==> src/rtl/spi_slave_rx_tx.sv <==
// spi_slave_rx_tx: mode-0 SPI slave with oversampled inputs, rx holding register and single-entry tx buffer.
// Define SPI_SLAVE_OVERRUN_EN to drop words that arrive while rx_valid is pending and raise overrun.
module spi_slave_rx_tx #(
  parameter int DATA_W      = 8,
  parameter int SYNC_STAGES = 2
) (
  input  logic              clk,
  input  logic              reset,
  input  logic              sclk,
  input  logic              ss,
  input  logic              mosi,
  output logic              miso,
  input  logic [DATA_W-1:0] tx_data,
  input  logic              tx_load,
  output logic              tx_ready,
  output logic [DATA_W-1:0] rx_data,
  output logic              rx_valid,
  input  logic              rx_ack,
  output logic              busy,
  output logic              overrun
);
  localparam int CW = $clog2(DATA_W + 1);
  typedef enum logic {IDLE, ACTIVE} state_t;
  state_t state, state_nx;
  logic [SYNC_STAGES-1:0] sclk_sync, ss_sync, mosi_sync, fill;
  logic [DATA_W-1:0] tx_shift, tx_buf, load_val;
  logic [DATA_W-2:0] rx_shift;
  logic [CW-1:0] bit_cnt;
  logic sclk_d, ss_d, armed, tx_full;
  logic sclk_s, ss_s, mosi_s, ss_fall, ss_rise;
  logic start, stop, rise, fall, done, take, consume, accept;
  assign sclk_s   = sclk_sync[SYNC_STAGES-1];
  assign ss_s     = ss_sync[SYNC_STAGES-1];
  assign mosi_s   = mosi_sync[SYNC_STAGES-1];
  // armed only once a genuinely sampled high ss has reached the sync output
  assign ss_fall  = armed & ss_d & ~ss_s;
  assign ss_rise  = ~ss_d & ss_s;
  assign start    = (state == IDLE) & ss_fall;
  assign stop     = (state == ACTIVE) & ss_rise;
  assign rise     = (state == ACTIVE) & ~ss_rise & sclk_s & ~sclk_d;
  assign fall     = (state == ACTIVE) & ~ss_rise & ~sclk_s & sclk_d;
  assign done     = rise & (bit_cnt == CW'(DATA_W - 1));
  assign consume  = start | (fall & (bit_cnt == '0));
  assign load_val = tx_full ? tx_buf : '0;
  assign accept   = tx_load & (~tx_full | consume);
  assign miso     = tx_shift[DATA_W-1];
  assign tx_ready = ~tx_full;
  assign busy     = (state == ACTIVE);
  always_comb state_nx = start ? ACTIVE : stop ? IDLE : state;
  always_ff @(posedge clk or negedge reset)
    if (!reset) state <= IDLE;
    else state <= state_nx;
  always_ff @(posedge clk or negedge reset) begin
    if (!reset) begin
      sclk_sync <= '0;
      ss_sync   <= '1;
      mosi_sync <= '0;
      fill      <= '0;
      sclk_d    <= 1'b0;
      ss_d      <= 1'b1;
      armed     <= 1'b0;
      tx_shift  <= '0;
      tx_buf    <= '0;
      tx_full   <= 1'b0;
      bit_cnt   <= '0;
      rx_shift  <= '0;
      rx_data   <= '0;
      rx_valid  <= 1'b0;
    end else begin
      sclk_sync <= {sclk_sync[SYNC_STAGES-2:0], sclk};
      ss_sync   <= {ss_sync[SYNC_STAGES-2:0], ss};
      mosi_sync <= {mosi_sync[SYNC_STAGES-2:0], mosi};
      fill      <= {fill[SYNC_STAGES-2:0], 1'b1};
      sclk_d    <= sclk_s;
      ss_d      <= ss_s;
      armed     <= armed | (fill[SYNC_STAGES-1] & ss_s);
      tx_shift  <= consume ? load_val : fall ? tx_shift << 1 : stop ? '0 : tx_shift;
      tx_full   <= accept | (tx_full & ~consume);
      if (accept) tx_buf <= tx_data;
      bit_cnt   <= (start | stop | done) ? '0 : rise ? bit_cnt + CW'(1) : bit_cnt;
      if (rise) rx_shift <= {rx_shift[DATA_W-3:0], mosi_s};
      if (take) rx_data <= {rx_shift, mosi_s};
      rx_valid  <= take | (rx_valid & ~rx_ack);
    end
  end
`ifdef SPI_SLAVE_OVERRUN_EN
  assign take = done & (~rx_valid | rx_ack);
  always_ff @(posedge clk or negedge reset)
    if (!reset) overrun <= 1'b0;
    else overrun <= (done & ~take) | (overrun & ~rx_ack);
`else
  assign take    = done;
  assign overrun = 1'b0;
`endif
endmodule

==> config.mk <==
export PLATFORM = sky130hd
export DESIGN_NAME = spi_slave_rx_tx
export DESIGN_NICKNAME = d
export VERILOG_FILES = /design/src/rtl/spi_slave_rx_tx.sv
export SDC_FILE = /design/constraint.sdc
export NUM_CORES = 1
export LEC_CHECK = 0
export CAP_MARGIN = 15
export CORE_ASPECT_RATIO = 1.75
export CORE_UTILIZATION = 45
export CTS_CLUSTER_DIAMETER = 40
export CTS_CLUSTER_SIZE = 20
export DETAILED_ROUTE_END_ITERATION = 10
export PLACE_DENSITY = 0.7
export SLEW_MARGIN = 20
export SYNTH_ARGS = -nofsm -noshare
export SYNTH_HDL_FRONTEND = slang
export SYNTH_SLANG_ARGS = --single-unit
export TNS_END_PERCENT = 5
==> constraint.sdc <==
create_clock -name clk -period 2 [get_ports clk]
set_clock_uncertainty 0.05 [all_clocks]
set_input_delay 0.3 -clock clk [delete_from_list [all_inputs] [get_ports clk]]
set_output_delay 0.3 -clock clk [all_outputs]
set_load 0.02 [all_outputs]
# Word-level counts from Yosys, hierarchy flattened
# Index checks and enable logic that the tools add are counted.
# totals
elab_cells	61
romBits	0
register_bits	49
latch_bits	0
ramBits	0
n_memories	0
output_inout_bits	13
input_bits	15
# op_classes
div_mod_pow	0
mux	8
shift	0
bitwise	32
n_addsub	1
multipliers	0
n_reduce_logical	4
n_lt_le_gt_ge	0
n_eq_ne	1
# op_table
op	n
8-bit 2-to-1 mux	4
1-bit AND	16
1-bit NOT	9
4-bit 2-to-1 mux	2
1-bit OR	7
4-bit by 1-bit adder with 4-bit output (second input constant)	1
4-bit by 3-bit == test with 1-bit output (second input constant)	1
4-bit logical NOT	1
2-bit nonzero test	2
3-bit nonzero test	1
1-bit 2-to-1 mux	2

# Depth between registers and ports, before layout
# depth
word_depth	11
ltp_mapped	6
ltp_nobuf	6

# Worst setup path before layout
# No wires, ideal clock.
# synth_path
kind	reg2reg
start	register bit_cnt[0]
end	register tx_buf[0]
period_less_slack_ns	2.002
path_stages_with_launch	7
n_path_buf	0
arrival_ns	1.827
setup_ns	0.125
path_slack_ns	-0.002
required_time_ns	1.825
path_cell_list	dfrtp_1 -> inv_1 -> ha_1 -> or3b_4 -> nor4_4 -> o31ai_4 -> mux2_4
# synth_via
elab_chain_len	5
# synth_lines
element	line	source
start: declaration	28	logic [CW-1:0] bit_cnt;
start signal: assignment	80	bit_cnt <= (start | stop | done) ? '0 : rise ? bit_cnt + CW'(1) : bit_cnt;
4-bit logical NOT	43	assign consume = start | (fall & (bit_cnt == '0));
1-bit AND	43	
1-bit OR	43	
1-bit OR	45	assign accept = tx_load & (~tx_full | consume);
1-bit AND	45	
end signal: assignment	79	if (accept) tx_buf <= tx_data;
end: declaration	26	logic [DATA_W-1:0] tx_shift, tx_buf, load_val;
# No other way between the ends.
# A chain may end at the register's enable or synchronous reset.

# Final worst setup path
# layout_path
start	register tx_full
end	output tx_ready
# layout_via
elab_chain_len	1
# layout_lines
element	line	source
start: declaration	29	logic sclk_d, ss_d, armed, tx_full;
start signal: assignment	78	tx_full <= accept | (tx_full & ~consume);
1-bit NOT	47	assign tx_ready = ~tx_full;
end: declaration	15	output logic tx_ready,
# No other way between the ends.

==> out/qor.txt <==
Synth Cell Area: 2030 um2
area of the die: 4790 um2
Final setup viols: 0
DPL Wire Length: 2980 um
starting DRC count in detailed routing: 15
Slew HR: 0.652
via count: 1325
GRT Resource Usage Total: 0.197
Port-buffer cells: 26
CP Launch Type: flop
clock buffer count from CTS: 5
Main synth FF type: dfrtp_1
sequential area share after synthesis: 0.607
Synth Warn #: 0
adder-cell share of the synthesized area: 0.0123
ratio of final minimum period to clock period: 0.977
final slew viol count: 0
synthesized instance count: 154
Syn Area/Cell: 13.2 um2
FF-to-FF setup slack: 0.05 ns
vias in the first global route: 1471
1st-pass router iterations: 4
final core occ: 0.578
Synth Area in Compound Gates: 0.0852
TritonCTS clock tree: yes
largest family of logic cells by synthesized area: multiplexers
number of flops mapped to enable cells by yosys: 0
DR WL/cell: 15.8 um
post-DR vias/cell: 5.45
Area contributors post-synth: dfrtp_1 (57%), mux2_2 (8.3%), mux2_4 (5.9%)
Setup crit end: tx_ready
Synth Area in Simple Gates: 0.115
CP Data Required Time: 1.65 ns
Starting Density: 0.464
Worst Setup SP: tx_full
Detail Route Antenna Nets: 0
nets@finish: 208
DRC Markers: 0
Distinct cells, synth: 36
Die W: 52.7 um
CTS Buffer Depth: 2
unrepaired setup endpoints after global routing: yes
CTS sink count: 49
Max Freq: 512 MHz
pin count of the biggest net entering global routing: 28
Reg2Reg Depth: 7
post-synthesis xor/xnor area fraction: 0.00432
crit-path max FO: 10
Routed WL: 3850 um
Die H: 90.8 um
Synth top area share: 0.568
setup bufs post-CTS: 0
row count: 32
WS Path Type: reg2out
LEAKAGE: 1.14 nW
H-tree Lvls: 2
power density over the cells: 939 nW/um2
proportion of synthesized area in mux cells: 0.148
top cell type by total area after synthesis: dfrtp_1
most common cell after layout, fill and taps aside: dfrtp_1
Inst Count DP: 234
Ports: 28
Finished Layout Cells: 243
highest-count cells in the layout ignoring fill and taps: dfrtp_1 (46), clkdlybuf4s50_1 (25), mux2_2 (15), nand2_1 (12), mux2_4 (8)
first-pass GRT wire length: 6870 um
ANT cells: 0
Final Hold Viols: 0
max-cap violation count: 0
core region area: 4360 um2
crit end category: primary output
Layout area overhead: 24.4%
status: completed
clk_lat worst skew: 0.30 ns
CP arrival: 1.60 ns
reg2reg start: bit_cnt[1]
Tightest Pin Transition: 0.522 ns
clk root buf: clkbuf_8
grt ovf: 0
antenna violations before repair: 0
Hold WC Path Type: reg2reg
Period minus WS final: 1.95 ns
share of cells above drive strength 1: 0.271
VDD IR max: 0.689 mV
Seq cells post-synth: 49
r2r endpoint: tx_buf[7]
Placer Congestion: 0.790
syn_nets: 171
clock slew at reported path FFs: 0.08 ns
FFs w/ async S/R, synth: 1.00
==> repair_timing <==
item	in CTS	in global routing
hold endpoints to repair	19	0
hold buffers	1	0
endpoints found under the setup margin	0	12
gates resized for setup	0	0
==> layer usage <==
metal	wire (um)	track usage	up-vias
li1	-	-	611
met1	1330	0.211	674
met2	2270	0.343	28
met3	105	0.0387	12
met4	146	0.110	0
met5	0	0	-
==> worst min path at each step <==
stage,start,end,slack [ns],cells after the start
2_1_floorplan,reset,armed,-0.05,0
3_3_place_gp,reset,mosi_sync[0],0.24,1
3_5_place_dp,reset,mosi_sync[1],0.26,1
4_1_cts,fill[0],fill[1],0.30,0
5_1_grt,fill[0],fill[1],0.31,0
6_report,fill[0],fill[1],0.30,0
==> state kept, by name, summed over array words and instances, names as in the netlist <==
signal,cells
bit_cnt,4
tx_buf,8
armed,1
tx_full,1
ss_sync,2
fill,2
rx_data,8
busy,1
mosi_sync,2
ss_d,1
rx_shift,7
tx_shift,8
sclk_sync,2
rx_valid,1
sclk_d,1
==> Yosys cell counts, types with 3 or more instances <==
cell and instances:
nand2b_1 3, inv_1 5, mux2_2 15, mux2_4 8, nand2_1 12, nor3_1 7, nor2_1 5, clkbuf_1 4
a21o_1 3, dfrtp_1 46, o211ai_1 7, a31oi_1 7, a21oi_1 3, dfstp_2 3
==> report_power, final <==
group	internal [mW]	switching [mW]	leakage [nW]
clock	0.313	0.305	0.0542
combinational	0.268	0.177	0.482
sequential	1.18	0.130	0.604
total	1.76	0.612	1.14
==> cells by family after synthesis <==
| kind of cell | after synthesis |
|---|---|
| muxes | 24 |
| xor gates and xnor gates | 1 |
| and+or+nand+nor | 40 |
| buffers and inverters | 12 |
| adders and majority gates | 2 |
| DFF | 49 |
| other | 2 |
| AOI/OAI and AO/OA | 24 |
==> stage by stage <==
step	hold WS (ns)	power [mW]	worst slack (ns)	cell area [um2]	TNS, ns
floorplan	-0.0456	1.59	-0.00181	2030	-0.0145
global placement	0.241	1.74	0.110	2410	0
detailed placement	0.257	1.77	0.0604	2410	0
CTS	0.304	2.39	0.0399	2520	0
global route	0.309	2.50	-0.0555	2520	-0.405
finish	0.302	2.37	0.0459	2520	0
==> layout make-up <==
class,instances,area (um2)
Clock buffer,7,96.3
Inverter,6,22.5
Clock inverter,1,5.00
Tap cell,51,63.8
Sequential cell,49,1230
Multi-Input combinational cell,93,747
Fill cell,347,1840
Timing Repair Buffer,36,358
==> worst max-delay path: stages (launching register included) <==
cell and delay [ns]:
dfrtp_1 0.49, inv_1 0.18, clkdlybuf4s50_1 0.63
No activity file was read; power rests on OpenSTA's default activity.
